File: src/rtl/tdm_demux.sv
// tdm_demux: word-serial TDM demultiplexer with frame hunt/lock.
// Ports: clk, rst_n, din/din_valid/frame_sync in; dout/dout_valid/locked/frame_err out.
module tdm_demux #(
  parameter int CHANNELS = 4,
  parameter int WIDTH    = 8
) (
  input  logic                      clk,
  input  logic                      rst_n,
  input  logic [WIDTH-1:0]          din,
  input  logic                      din_valid,
  input  logic                      frame_sync,
  output logic [CHANNELS*WIDTH-1:0] dout,
  output logic                      dout_valid,
  output logic                      locked,
  output logic                      frame_err
);

  localparam int SW = $clog2(CHANNELS);
  localparam logic [SW-1:0] LAST = SW'(CHANNELS - 1);

  typedef enum logic {
    HUNT = 1'b0,
    LOCK = 1'b1
  } state_t;

  state_t state;
  state_t state_nx;

  logic [SW-1:0] slot;
  logic [SW-1:0] slot_nx;

  logic [WIDTH-1:0] shadow [CHANNELS-1];

  logic at_first;
  logic at_last;
  logic start;
  logic store;
  logic done;
  logic err;

  logic [CHANNELS*WIDTH-1:0] frame;

  assign at_first = (slot == '0);
  assign at_last  = (slot == LAST);

  always_ff @(posedge clk or negedge rst_n) begin
    if (!rst_n) begin
      state <= HUNT;
    end else begin
      state <= state_nx;
    end
  end

  // A missing sync at slot 0 is the only way out of LOCK;
  // an early sync re-locks in place.
  always_comb begin
    state_nx = state;
    unique case (state)
      HUNT: begin
        if (din_valid && frame_sync) begin
          state_nx = LOCK;
        end
      end
      LOCK: begin
        if (din_valid && !frame_sync && at_first) begin
          state_nx = HUNT;
        end
      end
    endcase
  end

  // Per-word event decode. A sync at the last slot is an
  // early sync, so done requires frame_sync low.
  always_comb begin
    start = 1'b0;
    store = 1'b0;
    done  = 1'b0;
    err   = 1'b0;
    if (din_valid) begin
      unique case (state)
        HUNT: begin
          start = frame_sync;
        end
        LOCK: begin
          start = frame_sync;
          err   = frame_sync ? !at_first : at_first;
          store = !frame_sync && !at_first && !at_last;
          done  = !frame_sync && at_last;
        end
      endcase
    end
  end

  always_comb begin
    slot_nx = slot;
    if (start) begin
      slot_nx = SW'(1);
    end else if (store) begin
      slot_nx = slot + SW'(1);
    end else if (done) begin
      slot_nx = '0;
    end
  end

  always_ff @(posedge clk or negedge rst_n) begin
    if (!rst_n) begin
      slot <= '0;
    end else begin
      slot <= slot_nx;
    end
  end

  always_ff @(posedge clk or negedge rst_n) begin
    if (!rst_n) begin
      for (int k = 0; k < CHANNELS - 1; k++) begin
        shadow[k] <= '0;
      end
    end else begin
      for (int k = 0; k < CHANNELS - 1; k++) begin
        if (start && k == 0) begin
          shadow[k] <= din;
        end else if (store && slot == SW'(k)) begin
          shadow[k] <= din;
        end
      end
    end
  end

  // Last channel bypasses the shadow buffer.
  always_comb begin
    frame = '0;
    for (int k = 0; k < CHANNELS - 1; k++) begin
      frame[k*WIDTH +: WIDTH] = shadow[k];
    end
    frame[(CHANNELS-1)*WIDTH +: WIDTH] = din;
  end

  always_ff @(posedge clk or negedge rst_n) begin
    if (!rst_n) begin
      dout       <= '0;
      dout_valid <= 1'b0;
      frame_err  <= 1'b0;
      locked     <= 1'b0;
    end else begin
      if (done) begin
        dout <= frame;
      end
      dout_valid <= done;
      frame_err  <= err;
      locked     <= (state_nx == LOCK);
    end
  end

endmodule

File: config.mk
export PLATFORM = sky130hd
export DESIGN_NAME = tdm_demux
export DESIGN_NICKNAME = d
export VERILOG_FILES = /design/src/rtl/tdm_demux.sv
export SDC_FILE = /design/constraint.sdc
export NUM_CORES = 1
export LEC_CHECK = 0
export CAP_MARGIN = 10
export CORE_ASPECT_RATIO = 1.75
export CORE_MARGIN = 2
export CORE_UTILIZATION = 40
export DETAILED_ROUTE_END_ITERATION = 10
export GPL_TIMING_DRIVEN = 0
export PLACE_DENSITY = 0.7
export REMOVE_ABC_BUFFERS = 1
export SLEW_MARGIN = 30
export SYNTH_ARGS = -nofsm -noshare
export SYNTH_HDL_FRONTEND = slang
export SYNTH_SLANG_ARGS = --single-unit
File: constraint.sdc
create_clock -name clk -period 2 [get_ports clk]
set_input_delay 0.2 -clock clk [delete_from_list [all_inputs] [get_ports clk]]
set_output_delay 0.2 -clock clk [all_outputs]
set_load 0.05 [all_outputs]
==> results of run 1 <==
## timing repair
action / 4_1_cts / 5_1_grt
hold buffers: 1 / 0
hold endpoints to repair: 26 / 0
setup endpoints to repair: 0 / 0
## state kept, by name (all words and copies together) (netlist names)
register    count
frame_err       1
locked          1
dout           32
frame          24
slot            2
dout_valid      1
## routing by layer
layer | GRT usage | up-vias | wire length, um
li1 | - | 624 | -
met1 | 0.158 | 688 | 1740
met2 | 0.240 | 28 | 2310
met3 | 0.0262 | 8 | 138
met4 | 0.0921 | 0 | 72
met5 | 0 | - | 0
## cell usage in the layout (no fill, tap or decap), types with 2 or more instances in the layout
cell,count
clkbuf_1,2
clkbuf_8,12
clkdlybuf4s50_1,45
dfrtp_1,61
ha_1,5
inv_1,5
mux2_2,54
mux2_4,2
nand2_1,5
nand2_4,2
nand3_1,2
## cell type report
cell class | count | share of cell area
Clock buffer | 14 | 0.0552
Inverter | 5 | 0.00600
Tap cell | 78 | 0.0312
Multi-Input combinational cell | 76 | 0.262
Sequential cell | 61 | 0.488
Clock inverter | 1 | 0.00160
Timing Repair Buffer | 48 | 0.156
## path summary, 6_finish.rpt
path,start,to,slack [ns]
worst max-delay path,locked$_DFF_PN0_,locked,0.16
worst min-delay path,rst_n,frame[10]$_DFFE_PN0P_,0.34
worst max register to register,slot[0]$_DFFE_PN0P_,dout[14]$_DFFE_PN0P_,0.18
worst min register to register,frame[3]$_DFFE_PN0P_,dout[3]$_DFFE_PN0P_,0.50
max in group asynchronous,rst_n,frame[9]$_DFFE_PN0P_,1.17
min in group clk,frame[3]$_DFFE_PN0P_,dout[3]$_DFFE_PN0P_,0.50
## synthesized netlist by cell type
master    instances
nand4b_1          1
and3_2            1
mux2_4            2
buf_2             1
buf_6             2
mux2_2           54
nand2_4           2
inv_1             5
o211ai_1          1
nand2_1           5
dfrtp_1          61
and4b_4           1
clkbuf_8          1
ha_1              5
nand4b_4          1
nand3_1           2
nand4_1           1
## power by group through the flow
stage	clock network (mW)	registers (mW)	logic, mW
global placement	0	1.91	2.20
detailed placement	0	1.94	2.26
finish	0.966	1.92	2.23
global route	1.04	1.98	2.35
floorplan	0	2.86	0.565
CTS	0.993	1.93	2.26
## per-stage QoR
stage                     utilization  setup TNS (ns)  area, um2
after floorplan                     -               0       2360
after CTS                       0.536               0       3130
after detailed placement        0.504           -1.06       2940
after global placement          0.501          -61.72       2920
after global routing            0.536               0       3130
final                           0.536               0       3130
## cell families after synthesis
| logic type | count (synthesis) |
|---|---|
| multiplexers | 56 |
| flip-flops | 61 |
| buffers and inverters | 9 |
| AND/OR/NAND/NOR | 14 |
| AO/OA/AOI/OAI | 1 |
| adder cells (fa/ha/maj) | 5 |
==> flow_metrics.py, run 1 <==
metrics = {
    "critical_path": {
        "cp_num_buf_inv": 1,
        "cp_cell_sequence": "clkdlybuf4s50_1",
        "slowest_stage": "clkdlybuf4s50_1",
        "arrival_ns": 1.64,
        "worstPathRequired_ns": 1.80,
        "crit_family": "buffers and inverters",
        "crit_cells": 1,
        "cp-start-kind": "flip-flop",
        "crit_type": "flip-flop to output pin",
        "cpPeakStageDelay_ns": 0.86,
        "critPathCaptureType": "output pin",
        "r2r_cells": 3,
        "crit_fanout": 6,
    },
    "power_and_ir_drop": {
        "clkPwrFrac": 0.189,
        "p_leak_nw": 1.48,
        "power_frac_comb": 0.436,
        "p_sw_frac": 0.394,
        "switchingPower_mw": 2.02,
        "seq_power_share": 0.375,
        "p_int_mw": 3.10,
        "power_mw": 5.12,
        "ir_drop_mv": 0.644,
        "pwr_density_cell_nw_per_um2": 1640,
    },
    "timing": {
        "fmax_mhz": 542,
        "fin_crit_sh": 0.922,
        "holdWs_ns": 0.339,
        "setup_slack_ns": 0.155,
        "hold_viol": 0,
        "slew_headroom": 0.568,
        "max_slew.worst_pin.slew_ns": 0.647,
        "drv_slew": 0,
        "clock_skew_ns": 0.00503,
        "period_needed_ns": 1.84,
        "setup_viol": 0,
        "rsz0062_at_grt": "no",
    },
    "floorplan": {
        "die_h_um": 107,
        "core-area_um2": 5830,
        "die_area_um2": 6680,
        "fp-row-count": 37,
        "io_pins": 47,
        "die_width_um": 62.6,
        "initial_core_util": 0.412,
    },
    "cts": {
        "worstSkewPairLatency_ns": 0.32,
        "path_clk_slew_ns": 0.06,
        "cts-resized-gates": 0,
        "htreeDepth": 3,
        "post-cts-setup-buffer-count": 0,
        "clk_path_buf_depth": 2,
        "cts.sinks": 61,
        "cts_tree": "built",
        "cts_buffers": 9,
        "cts_root_buffer": "clkbuf_8",
    },
    "yosys": {
        "synth-xor-area-share": 0,
        "yosys.area_share.simple": 0.0463,
        "synth_seq_cells": 61,
        "synth_cells": 146,
        "synthMuxAreaShare": 0.265,
        "yosys.area.top_type_share": 0.634,
        "avgSynthCellArea_um2": 16.5,
        "synth_top_family_by_area": "multiplexers",
        "synth_area_um2": 2410,
        "ys_seq_area_frac": 0.634,
        "synth.distinct_cells": 17,
        "synth_top_area_cell": "dfrtp_1",
        "synth_fa_ha_area_frac": 0.0260,
        "synth_area_leaders": "dfrtp_1, mux2_2, ha_1",
        "synth-compound-area-share": 0.00312,
        "yosysWarnings": 0,
    },
    "global_routing": {
        "antenna_found_initial": 0,
        "grt_pass1_vias": 1459,
        "grt_pass1_wl_mm": 7.12,
        "grt_max_degree": 36,
        "track_usage": 0.140,
        "grt_overflow": 0,
    },
    "placed_design": {
        "port_buffers": 46,
        "dp_slack_ns": -0.0468,
        "dp_cells": 267,
        "dpl.hpwl_mm": 2.95,
        "place_congestion": 0.744,
    },
    "finish": {
        "nets": 218,
        "syn_to_final_growth_pct": 30.0,
        "final-instance-count-excl-fill": 283,
        "multi_input_area_um2": 820,
        "diodes": 0,
        "drive_gt1_frac": 0.371,
        "final-seq-area_um2": 1530,
        "n_fill_cell": 525,
    },
    "run_status": {
        "status": "finished, final reports clean",
    },
    "routing": {
        "drt-pass1-iter-count": 4,
        "ant_nets": 0,
        "route.detailed.drc": 0,
        "wirelength_mm": 4.26,
        "vias": 1348,
        "wl_per_cell_um": 15.1,
        "first_iter_violations": 29,
        "avgViaCountPerCell": 4.76,
    },
    "worst_hold_path": {
        "hold_path_class": "input pin to asynchronous set/reset pin",
    },
    "job": {
        "max-cap-violations": 0,
    },
}
Power figures use the tool's default switching activity.
==> run 2, diff against run 1 <==
- CORE_UTILIZATION: 40 -> 45
- CTS_BUF_LIST: unset -> sky130_fd_sc_hd__clkbuf_4 sky130_fd_sc_hd__clkbuf_8
- MAX_ROUTING_LAYER: unset -> met4
- PLACE_DENSITY: 0.7 -> 0.77
==> flow_metrics.py, run 2 (synthesis results as in run 1) <==
metrics = {
    "finish": {
        "top_register": "dout",
        "mostFrequentLayoutCell": "dfrtp_1",
        "final_cell_mix": "dfrtp_1, mux2_2, clkdlybuf4s50_1",
        "post-route-util": 0.600,
        "diodes": 0,
        "drive_gt1_frac": 0.388,
        "n_fill_cell": 408,
        "fin_area_um2": 3120,
        "largest_reg_flops": 32,
        "syn_to_final_growth_pct": 29.8,
        "nets": 218,
    },
    "power_and_ir_drop": {
        "pwr_density_cell_nw_per_um2": 1670,
        "power_mw": 5.23,
        "ir_drop_mv": 0.862,
        "p_leak_nw": 1.49,
    },
    "global_routing": {
        "grt_pass1_wl_mm": 7.23,
        "busiest_layer": "met2",
        "grt_pass1_vias": 1530,
        "grt_overflow": 0,
        "grt_util_met3": 0.0411,
        "met2_usage": 0.251,
        "track_usage": 0.171,
        "grt_max_degree": 45,
        "grt_use_met1": 0.202,
        "antenna_found_initial": 0,
    },
    "cts": {
        "worstSkewPairLatency_ns": 0.32,
        "cts_tree": "built",
        "cts_buffers": 9,
        "path_clk_slew_ns": 0.06,
        "htreeDepth": 3,
        "cts.sinks": 61,
        "clk_path_buf_depth": 2,
        "post-cts-setup-buffer-count": 0,
        "cts_root_buffer": "clkbuf_8",
    },
    "timing": {
        "fmax_mhz": 541,
        "setup_tns_ns": 0,
        "fin_crit_sh": 0.924,
        "drv_slew": 0,
        "period_needed_ns": 1.85,
        "setup_viol": 0,
        "slew_headroom": 0.552,
        "clock_skew_ns": 0.00713,
        "hold_viol": 0,
        "rsz0062_at_grt": "no",
        "max_slew.worst_pin.slew_ns": 0.671,
    },
    "critical_path": {
        "crit_fanout": 6,
        "cp_num_buf_inv": 1,
        "r2r_slack_ns": 0.17,
        "crit_type": "flip-flop to output pin",
        "slowest_stage": "clkdlybuf4s50_1",
        "cp_cell_sequence": "clkdlybuf4s50_1",
        "cp-start-kind": "flip-flop",
        "cpPeakStageDelay_ns": 0.85,
        "crit_family": "buffers and inverters",
        "arrival_ns": 1.65,
        "worstPathRequired_ns": 1.80,
        "critPathCaptureType": "output pin",
    },
    "placed_design": {
        "port_buffers": 46,
        "place_congestion": 0.751,
        "placed_cell_area_um2": 2910,
        "dpl.hpwl_mm": 2.99,
    },
    "job": {
        "max-cap-violations": 0,
    },
    "floorplan": {
        "die_width_um": 59.3,
        "die_h_um": 101,
        "core-area_um2": 5210,
        "initial_core_util": 0.462,
        "fp-row-count": 35,
        "die_area_um2": 5970,
        "io_pins": 47,
    },
    "routing": {
        "wl_per_cell_um": 16.6,
        "drt-pass1-iter-count": 4,
        "ant_nets": 0,
        "route.detailed.drc": 0,
        "avgViaCountPerCell": 5.31,
        "vias": 1387,
        "wirelength_mm": 4.33,
        "first_iter_violations": 31,
    },
    "run_status": {
        "status": "finished, final reports clean",
    },
    "worst_hold_path": {
        "hold_path_class": "input pin to asynchronous set/reset pin",
    },
}
-- run 2: cell count changes in the layout (fill, tap and decap cells not counted), sizes merged --
cell / previous run / this run
clkbuf: 14 / 16
clkinv: 1 / 0
-- run 2: final timing paths --
kind,start,to,cells past startpoint
max,locked$_DFF_PN0_,locked,1
min,rst_n,frame[21]$_DFFE_PN0P_,2
max reg2reg,slot[1]$_DFFE_PN0P_,dout[14]$_DFFE_PN0P_,3
min reg2reg,dout[7]$_DFFE_PN0P_,dout[7]$_DFFE_PN0P_,1
max in group asynchronous,rst_n,slot[0]$_DFFE_PN0P_,3
min in group clk,dout[7]$_DFFE_PN0P_,dout[7]$_DFFE_PN0P_,1
-- run 2: final cells by class --
class / instances / area [um2] / share of cell area
clock buffer: 16 / 201 / 0.0645
inverter: 5 / 18.8 / 0.00601
multi-input combinational: 76 / 820 / 0.262
sequential: 61 / 1530 / 0.489
tap: 55 / 68.8 / 0.0220
timing repair buffer: 48 / 488 / 0.156
-- run 2: report_power, final --
group          leakage, nW  switching, mW  internal, mW
sequential           0.775          0.243          1.68
clock                0.107          0.431         0.629
combinational        0.609           1.36         0.888
total                 1.49           2.04          3.19
-- run 2: per-stage QoR --
stage                     std cells  hold slack, ns  worst slack [ns]
after floorplan                 142         -0.0956             0.269
after global placement          243           0.485             -1.04
after detailed placement        244          0.0851           -0.0539
after CTS                       261           0.284             0.112
after global routing            261           0.293            0.0266
final                           261           0.287             0.151
-- run 2: repair_timing --
item	4_1_cts	5_1_grt
hold buffers	1	0
endpoints found under the hold margin	17	0
resized for setup	0	1
endpoints found under the setup margin	0	7
-- run 2: per-layer routing --
metal | vias up | share of wire
li1 | 625 | -
met3 | 9 | 0.033
met5 | - | 0
met1 | 716 | 0.43
met2 | 37 | 0.52
met4 | 0 | 0.018
==> run 3, diff against run 2 <==
- CTS_CLUSTER_DIAMETER: unset -> 150
==> results of run 3 <==
The final DEF is identical to that of run 2; final timing and power are the same.
==> patch, RTL diff (settings of run 1) <==
Register the output `dout` once more; this adds one clock of latency there. The other outputs are not delayed to match.
--- a/src/rtl/tdm_demux.sv
+++ b/src/rtl/tdm_demux.sv
@@ -24,2 +24,4 @@
   } state_t;
+
+  logic [CHANNELS*WIDTH-1:0] dout_s0;
 
@@ -139,3 +141,3 @@
     if (!rst_n) begin
-      dout       <= '0;
+      dout_s0    <= '0;
       dout_valid <= 1'b0;
@@ -145,3 +147,3 @@
       if (done) begin
-        dout <= frame;
+        dout_s0 <= frame;
       end
@@ -153,2 +155,6 @@
 
+  always_ff @(posedge clk) begin
+    dout <= dout_s0;
+  end
+
 endmodule
Function: changed (Yosys sat finds a counterexample within 10 cycles, from zero or initial values and one cycle with rst_n low).
==> patch against run 1 <==
Fmax is 1.3% lower. Sequential cell count is 32 higher. Largest power group is now registers. Power is 38% higher. Final area is 26% higher. Wire length is 10% higher. Highest routed layer unchanged. Clock power is 86% higher. Area after synthesis is 27% higher. Combinational power is 5% higher. Die area is 25% higher. Register-to-register slack worse by 0.05 ns. Final cell count is 15% higher. Worst setup slack worse by 0.024 ns. Core utilization is 0.91 points lower. Critical path type is now flip-flop to flip-flop.
==> patch: results (changes against run 1) <==
Finish
  – ClkCell Share: 0.0833 (+0.0265)
  – Non-clk buf share: 0.124 (-0.0320)
  – Multi-input logic area: 822 sq um (+0.31%)
  – Clock buf count: 13 (-1)
  – Fraction of area in registers: 0.551 (+0.0629)
  – Area Overhead vs Synth: 29.1%

Power and ir drop
  – Pleak: 1.80 nW (+22%)
  – Int Power: 4.69 mW (+51%)
  – Worst IR Drop VDD: 0.000933 V (+45%)

Detailed routing
  – DR WL/cell: 14.4 um (-4.2%)
  – Met1 Routed Length: 1.89 mm (+8.3%)
  – WL met2: 2.58 mm (+12%)
  – Drt first-iter violations: 78 (+170%)
  – Drt first pass iters: 6 (+2)

Synthesis
  – Commonest cells post-synth: dfrtp_1, mux2_2, dfxtp_1
  – Async set or reset register ratio after synthesis: 0.656 (-0.344)
  – Register area share after synthesis: 0.711 (+0.0769)
  – Yosys reg bits: 93 (+52%)

Place
  – HPWL Detailed: 3.07 mm (+4.2%)
  – Placed inst area: 0.00359 sq mm (+22%)

Global route
  – Overall Global Routing Usage: 0.126 (-0.0146)
  – First-pass GRT wire length: 7.78 mm (+9.3%)

STA
  – Clock skew: 0.00366 ns (-0.00136 ns)
  – Worst-Margin Slew: 0.703 ns (+0.0553 ns)

Floorplanning
  – DIE AREA: 0.00836 sq mm (+25%)

CTS
  – Root Buffer: clkbuf_16

Run status
  – Status: finished, final reports clean

Critical path
  – Worst Path Max Fanout: 35 (+29)
## patch: worst max-delay path, cell delays in order, from the launching register on
cell      delay (ns)
dfrtp_1         0.42
ha_2            0.24
nand4b_4        0.56
mux2_4          0.51
## patch: path summary, 6_finish.rpt
| check | from | to | slack [ns] | depth (start not counted) |
|---|---|---|---|---|
| worst max register to register | slot[0] | dout_s0[18] | 0.13 | 3 |
| worst min-delay path | rst_n | dout_s0[28] | 0.32 | 2 |
| max in group asynchronous | rst_n | locked | 1.18 | 3 |
| worst max-delay path | slot[0] | dout_s0[18] | 0.13 | 3 |
| worst min register to register | dout_s0[31] | dout[31] | 0.36 | 0 |
| min in group clk | dout_s0[31] | dout[31] | 0.36 | 0 |
## patch: logic make-up after synthesis
kind of cell | count (synthesis) | synth area share
AO/OA/AOI/OAI | 1 | 0.00246
adder cells (fa/ha/maj) | 5 | 0.0205
buffers and inverters | 9 | 0.0197
flip-flops | 93 | 0.711
multiplexers | 56 | 0.209
AND/OR/NAND/NOR | 14 | 0.0366
## patch: stage by stage
stage / setup WS, ns / std cells
global route: 0.0273 / 326
global placement: -1.24 / 308
detailed placement: -0.0810 / 309
floorplan: 0.269 / 174
finish: 0.131 / 326
CTS: 0.0877 / 326
## patch: power groups by stage
stage	combinational, mW	clock (mW)	sequential [mW]
after detailed placement	2.37	0	2.94
after CTS	2.38	1.85	2.91
after global placement	2.33	0	2.91
after floorplan	0.564	0	3.94
after global routing	2.45	1.93	3.00
final	2.35	1.80	2.90
## patch: metal layers
| layer | global-route usage | up-vias |
|---|---|---|
| met1 | 0.138 | 789 |
| met2 | 0.208 | 29 |
| met3 | 0.0474 | 7 |
| met4 | 0.0685 | 0 |
| li1 | - | 721 |
| met5 | 0 | - |
